[src/rtl/xc_malu_pkg.sv]
// Shared encodings for the multi-precision ALU control stage: state codes,
// default iteration count and micro-op bit positions.
package xc_malu_pkg;

  localparam int MDR_STEPS_DEF = 32;

  localparam logic [2:0] ST_INIT   = 3'd0;
  localparam logic [2:0] ST_MDR    = 3'd1;
  localparam logic [2:0] ST_MSUB_1 = 3'd2;
  localparam logic [2:0] ST_MACC_1 = 3'd3;
  localparam logic [2:0] ST_MMUL_1 = 3'd4;
  localparam logic [2:0] ST_MMUL_2 = 3'd5;
  localparam logic [2:0] ST_DONE   = 3'd6;

  typedef enum logic [2:0] {
    S_INIT   = ST_INIT,
    S_MDR    = ST_MDR,
    S_MSUB_1 = ST_MSUB_1,
    S_MACC_1 = ST_MACC_1,
    S_MMUL_1 = ST_MMUL_1,
    S_MMUL_2 = ST_MMUL_2,
    S_DONE   = ST_DONE
  } state_t;

  localparam int UOP_MADD = 0;
  localparam int UOP_MSUB = 1;
  localparam int UOP_MACC = 2;
  localparam int UOP_MMUL = 3;
  localparam int UOP_N    = 4;

endpackage

[src/rtl/xc_malu_ctrl.sv]
// Sequencer for the long-arithmetic datapath: one-hot step strobes, the
// acc/carry/count state the datapath reads, and completion handshake.
module xc_malu_ctrl
  import xc_malu_pkg::*;
#(
  parameter int MDR_STEPS = MDR_STEPS_DEF,
  parameter int COUNT_W   = 6
) (
  input  logic               clock,
  input  logic               resetn,
  input  logic               flush,
  input  logic               valid,
  input  logic               uop_madd,
  input  logic               uop_msub,
  input  logic               uop_macc,
  input  logic               uop_mmul,
  input  logic [63:0]        n_acc,
  input  logic               n_carry,
  output logic               fsm_init,
  output logic               fsm_mdr,
  output logic               fsm_msub_1,
  output logic               fsm_macc_1,
  output logic               fsm_mmul_1,
  output logic               fsm_mmul_2,
  output logic               fsm_done,
  output logic [63:0]        acc,
  output logic               carry,
  output logic [COUNT_W-1:0] count,
  output logic               ready
);

  state_t             state;
  state_t             state_nxt;
  logic [UOP_N-1:0]   uop;
  logic               uop_legal;
  logic               active;
  logic               last_mdr;

  assign uop       = {uop_mmul, uop_macc, uop_msub, uop_madd};
  assign uop_legal = $onehot(uop);
  assign active    = valid & ~flush;
  assign last_mdr  = (count == COUNT_W'(MDR_STEPS - 1));

  // Any inactive cycle (flush or valid low) collapses straight back to INIT.
  always_comb begin
    state_nxt = S_INIT;
    if (active) begin
      case (state)
        S_INIT: begin
          if (uop_legal) begin
            if (uop[UOP_MSUB])      state_nxt = S_MSUB_1;
            else if (uop[UOP_MACC]) state_nxt = S_MACC_1;
            else if (uop[UOP_MMUL]) state_nxt = S_MDR;
            else                    state_nxt = S_INIT;
          end
        end
        S_MDR:    state_nxt = last_mdr ? S_MMUL_1 : S_MDR;
        S_MSUB_1: state_nxt = S_DONE;
        S_MACC_1: state_nxt = S_DONE;
        S_MMUL_1: state_nxt = S_MMUL_2;
        S_MMUL_2: state_nxt = S_DONE;
        S_DONE:   state_nxt = S_INIT;
        default:  state_nxt = S_INIT;
      endcase
    end
  end

  // Entering INIT always clears; DONE itself never loads (it always exits to INIT).
  always_ff @(posedge clock or negedge resetn) begin
    if (!resetn) begin
      state <= S_INIT;
      acc   <= '0;
      carry <= 1'b0;
      count <= '0;
    end else begin
      state <= state_nxt;
      if (state_nxt == S_INIT) begin
        acc   <= '0;
        carry <= 1'b0;
      end else if (state != S_DONE) begin
        acc   <= n_acc;
        carry <= n_carry;
      end
      if (state_nxt == S_MDR && state == S_MDR) count <= count + COUNT_W'(1);
      else                                       count <= '0;
    end
  end

  assign fsm_init   = (state == S_INIT);
  assign fsm_mdr    = (state == S_MDR);
  assign fsm_msub_1 = (state == S_MSUB_1);
  assign fsm_macc_1 = (state == S_MACC_1);
  assign fsm_mmul_1 = (state == S_MMUL_1);
  assign fsm_mmul_2 = (state == S_MMUL_2);
  assign fsm_done   = (state == S_DONE);

  assign ready = active & (fsm_done | (fsm_init & uop_madd & uop_legal));

endmodule

[config.mk]
export PLATFORM = sky130hd
export DESIGN_NAME = xc_malu_ctrl
export DESIGN_NICKNAME = d
export VERILOG_FILES = /design/src/rtl/xc_malu_pkg.sv /design/src/rtl/xc_malu_ctrl.sv
export SDC_FILE = /design/constraint.sdc
export NUM_CORES = 1
export LEC_CHECK = 0
export ABC_CLOCK_PERIOD_IN_PS = 2800
export CAP_MARGIN = 5
export CORE_UTILIZATION = 33
export CTS_BUF_LIST = sky130_fd_sc_hd__clkbuf_16
export DETAILED_ROUTE_END_ITERATION = 8
export DONT_BUFFER_PORTS = 1
export GPL_TIMING_DRIVEN = 0
export PLACE_DENSITY = 0.51
export SLEW_MARGIN = 10
export SYNTH_ARGS = -nofsm -noshare
export SYNTH_HDL_FRONTEND = slang
export SYNTH_SLANG_ARGS = --single-unit
[constraint.sdc]
create_clock -name clock -period 2.8 [get_ports clock]
set_clock_uncertainty 0.15 [all_clocks]
set_input_delay 0.28 -clock clock [delete_from_list [all_inputs] [get_ports clock]]
set_output_delay 0.28 -clock clock [all_outputs]
set_load 0.005 [all_outputs]
==> results of run 1 <==
==> through the flow <==
stage                     hold WS [ns]  instances
after floorplan                 -0.166        204
after global placement          -0.164        306
after detailed placement        -0.165        306
after CTS                       0.0549        389
after global routing            0.0999        389
final                           0.0705        389
==> registers in the layout, summed over array words and instances, names as in the netlist <==
register	flops
acc	64
carry	1
state	3
count	6
==> cell usage in the layout (no fill, tap or decap), types with 3 or more instances in the layout <==
cell           Yosys  final
inv_1              7      8
and2_1            65     65
dlygate4sd3_1      0     66
ha_1               3      3
o21ai_0            3      3
nand2_1            5      5
nand3_1            3      3
nor3b_1            4      4
clkbuf_16          0      9
dfrtp_1           74     74
clkbuf_2           6      6
nor2_1            12     12
==> report_power, final <==
group	switching, W	internal [W]
Combinational	0.0000866	0.000113
Sequential	0.0000249	0.00111
Clock	0.000437	0.000596
Total	0.000549	0.00182
==> cell families after synthesis <==
logic type,synth area share
xor+xnor,0.0131
compound gates,0.0233
simple gates,0.226
buf+inv,0.0261
fa+ha+maj,0.0214
flops,0.690
==> routing by layer <==
layer | wire length, microns | part of all wire | vias up | track usage
met2 | 3010 | 0.50 | 90 | 0.238
met1 | 2330 | 0.39 | 837 | 0.172
li1 | - | - | 795 | -
met4 | 102 | 0.017 | 0 | 0.0703
met5 | 0 | 0 | - | 0
met3 | 522 | 0.088 | 9 | 0.0713
==> worst register-to-register path, delay by kind of cell, from the launching register on <==
family / cells / cell delay [ns]
compound gates: 1 / 0.18
buf+inv: 3 / 0.73
flops: 1 / 0.35
simple gates: 3 / 0.37
==> area by class of cell <==
cell class	instances	area, sq um
Buffer	9	43.8
Clock buffer	9	225
Clock inverter	7	45.0
Fill cell	684	4040
Inverter	7	26.3
Multi-Input combinational cell	114	762
Sequential cell	74	1850
Tap cell	102	128
Timing Repair Buffer	67	688
==> worst max path at each step <==
stage             start  endpoint  slack [ns]  depth (start not counted)
5_1_grt        uop_madd   acc[52]        0.23                         11
3_5_place_dp   uop_madd   acc[48]        0.03                         11
3_3_place_gp   uop_madd    acc[6]        0.07                         11
2_1_floorplan  uop_madd    acc[0]        0.37                         11
6_report       uop_madd   acc[52]        0.37                         11
4_1_cts        uop_madd   acc[48]        0.36                         11
==> repair_timing <==
item	4_1_cts	5_1_grt
hold buffers	67	0
buffers inserted	0	0
endpoints found under the hold margin	139	0
==> flow_summary.toml, run 1 <==
[global_routing]
grt_pass1_vias = 1830
grt_max_degree = 75
grt_pass1_wl_microns = 9410
grt-ovfl-total = 0
track_usage = 0.151
antenna_found_initial = 0

[logic_synthesis]
synth_warnings = 0
synth_seq_area_share = 0.690
postSynthAreaPerCell_sq_um = 13.2
synth_cells = 204
yosysUniqueCellTypes = 26
synth_top_cell_by_area = "dfrtp_1"
ys.flop_type = "dfrtp_1"
syn_nets = 281
synth_commonest_cells = "74 x dfrtp_1, 65 x and2_1, 12 x nor2_1"
synth_area_sq_um = 2680
synth_edf_count = 0
synth_seq_cells = 74
synthArstFlopShare = 1.00
synth_top_area_frac = 0.690
synth_most_common_cell = "dfrtp_1"
synthTopCellsByArea = "dfrtp_1 69%, and2_1 15%, nor4b_4 1.8%, nor2_1 1.7%, ha_1 1.4%"

[final_layout]
final_area_sq_um = 3770
antenna_cells = 0
nNetsFinal = 359
drive_gt1_frac = 0.0941
area_growth_pct = 40.5
utilization = 0.483

[worst_setup_path]
worst-path-buf-inv = 4
critPathTopFamily = "adder cells"
required_ns = 2.91
r2r_cells = 7
r2r_slack_ns = 0.96
reg2reg_from = "state[1]"
path_cells = "inv_1 > fa_1 > inv_1 > ha_1 > ha_1 > nor2_1 > o311ai_0 > a21oi_1 > clkbuf_2 > clkbuf_2 > and2_1"
setup.worst_path.start_class = "input port"
slowest_stage = "fa_1"
rr_endpoint = "acc[52]"
cp.arrival_ns = 2.54
critPathMaxFanout = 10
cp_slowest_stage_delay_ns = 0.53
end_kind = "flop"
criticalPathCategory = "input port to flop"

[die]
die_x_microns = 92.2
core_area_sq_um = 7810
rows = 32
start_util = 0.344
dieArea_sq_um = 8500
ios = 152
die-height_microns = 92.2

[placement]
hpwl_microns = 3700
port_buffers = 0
place.gp.congestion = 0.724
preCtsSetupSlack_ns = 0.0327
place_area_sq_um = 2810

[clock_tree]
clock_latency_ns = 0.32
clock-sinks = 74
cts-resized-gates = 0
tritoncts = "built"
cts_buffers = 9
clock_path_buffers = 2
clockRootBuffer = "clkbuf_16"
clkTransAtPathRegs_ns = 0.06
htreeDepth = 3

[sta]
rsz0062_at_grt = "no"
hold_violations = 0
slew_violations = 0
tightestPinTransition_ns = 0.490
tns_ns = 0
relSlewSlack = 0.671
setup_viol = 0
finalCritPeriodShare = 0.869
setup_ws_ns = 0.367
min_period_ns = 2.43
max_freq_mhz = 411

[route]
vias_per_cell = 4.45
ant_nets = 0
first_pass_iters = 4
num_vias = 1731
drc = 0
routed_wl_microns = 5960
wire_per_inst_microns = 15.3
drtIter0Drc = 38

[pwr]
powerDensity_nw_per_um2 = 628
max-vdd-ir-drop_mv = 0.227
power.leakage_nw = 1.81
total_power_w = 0.00237

[min_path]
whs_endpoint = "state[1]"
min_from = "uop_msub"
hold_path_class = "input port to flop"
holdPathStages = 2

[run]
cap_viol_max_count = 0

[status]
status = "completed"
No activity file was read; power rests on OpenSTA's default activity.
==> inputs of run 2 (changes only) <==
- CELL_PAD_IN_SITES_DETAIL_PLACEMENT: default -> 1
- CELL_PAD_IN_SITES_GLOBAL_PLACEMENT: default -> 1
- PLACE_DENSITY: 0.51 -> 0.63
==> flow_summary.toml, run 2 (synthesis results as in run 1) <==
[global_routing]
grt_pass1_vias = 1971
grt_max_degree = 75
grt_pass1_wl_microns = 10200
grt-ovfl-total = 0
antenna_found_initial = 0
track_usage = 0.160

[pwr]
powerDensity_nw_per_um2 = 649
seqPwrFrac = 0.461
power.leakage_nw = 1.82
max-vdd-ir-drop_mv = 0.357
p_clk_frac = 0.456
netSwitchingPower_w = 0.000550
p_int_w = 0.00191
switching_share = 0.223
combPwrFrac = 0.083

[worst_setup_path]
end_kind = "flop"
r2r_slack_ns = 0.96
path_depth = 11
critPathTopFamily = "adder cells"
cp_slowest_stage_delay_ns = 0.53
r2r_cells = 7
setup.worst_path.start_class = "input port"
criticalPathCategory = "input port to flop"
path_cells = "inv_1 > fa_1 > inv_1 > ha_1 > ha_1 > nor2_1 > o311ai_0 > a21oi_1 > clkbuf_2 > clkbuf_2 > and2_1"
cp.arrival_ns = 2.57
slowest_stage = "fa_1"
required_ns = 2.91
worst-path-buf-inv = 4
critPathMaxFanout = 10

[min_path]
hold_path_class = "input port to flop"
holdPathStages = 2

[sta]
finalCritPeriodShare = 0.877
min_period_ns = 2.46
rsz0062_at_grt = "no"
hold_violations = 0
max_freq_mhz = 407
tightestPinTransition_ns = 0.476
relSlewSlack = 0.680
slew_violations = 0
setup_ws_ns = 0.344
setup_viol = 0

[final_layout]
drive_gt1_frac = 0.0976
mostFrequentLayoutCells = "74 x dfrtp_1, 66 x dlygate4sd3_1, 65 x and2_1"
nNetsFinal = 359
top_regs = "acc (64), count (6), state (3)"
mostFrequentLayoutCell = "dfrtp_1"
area_growth_pct = 41.4
top_register = "acc"
utilization = 0.486
fin_cells = 389
largest_reg_flops = 64
antenna_cells = 0

[status]
status = "completed"

[placement]
port_buffers = 0
hpwl_microns = 4060
preCtsSetupSlack_ns = -0.0181
dp_cells = 306
place.gp.congestion = 0.734

[clock_tree]
post_cts_buffers = 0
clkTransAtPathRegs_ns = 0.06
clockRootBuffer = "clkbuf_16"
cts_buffers = 9
clock-sinks = 74
clock_path_buffers = 2
tritoncts = "built"
htreeDepth = 3
clock_latency_ns = 0.32

[route]
dr_wl_met2_microns = 3500
drtIter0Drc = 72
wl_met1_microns = 2590
routed_wl_microns = 6620
ant_nets = 0
dr_wl_met3_microns = 408
drc = 0
num_vias = 1756
vias_per_cell = 4.51
first_pass_iters = 4
dr.max_layer_used = "met4"
wire_per_inst_microns = 17.0

[die]
die-height_microns = 92.2
ios = 152
core_area_sq_um = 7810
die_x_microns = 92.2
rows = 32
dieArea_sq_um = 8500
start_util = 0.344

[run]
cap_viol_max_count = 0
-- run 2: cell count changes in the layout (fill, tap and decap cells not counted), sizes merged --
| cell | delta |
|---|---|
| bufinv | +1 |
| clkinvlp | -1 |
| clkinv | -1 |
| inv | +1 |
-- run 2: timing repair --
item / CTS / global route
hold endpoints to repair: 139 / 0
hold buffers: 67 / 0
setup endpoints to repair: 0 / 0
resized for setup: 0 / 0
-- run 2: power by group through the flow --
stage / logic (W) / registers, W / clock network, W
floorplan: 0.0000848 / 0.00115 / 0
global placement: 0.000102 / 0.00116 / 0
detailed placement: 0.000107 / 0.00115 / 0
CTS: 0.000205 / 0.00114 / 0.00116
global route: 0.000227 / 0.00114 / 0.00120
finish: 0.000204 / 0.00114 / 0.00112
-- run 2: layer usage --
layer,track usage,vias up
li1,-,795
met1,0.182,864
met2,0.279,84
met3,0.0448,13
met4,0.0703,0
met5,0,-
-- run 2: metrics by stage --
stage / hold slack, ns / setup TNS, ns / instance area, sq um / total power, W
after global routing: 0.0381 / 0 / 3790 / 0.00257
final: 0.0344 / 0 / 3790 / 0.00246
after detailed placement: -0.165 / -0.0312 / 2810 / 0.00126
after global placement: -0.164 / 0 / 2810 / 0.00126
after CTS: 0.0217 / 0 / 3790 / 0.00250
after floorplan: -0.166 / 0 / 2680 / 0.00123
-- run 2: worst reg2reg max path, stage by stage (launching register included) --
cell      delay (ns)
dfrtp_1         0.36
buf_2           0.18
nand2_1         0.11
nand2_1         0.10
a21oi_1         0.17
clkbuf_2        0.27
clkbuf_2        0.26
and2_1          0.18
-- run 2: area by class of cell --
class,count,area (sq um)
fill,804,4010
sequential,74,1850
multi-input combinational,114,762
timing repair buffer,67,688
clock buffer,9,225
tap,102,128
clock inverter,7,68.8
buffer,9,43.8
inverter,7,26.3
-- run 2: path summary, 6_finish.rpt --
check / from / end
max in group asynchronous: resetn / state[2]
setup reg to reg: state[1] / acc[10]
hold / removal: uop_msub / state[1]
hold reg to reg: count[0] / count[0]
setup / recovery: uop_madd / acc[10]
min in group asynchronous: resetn / acc[9]
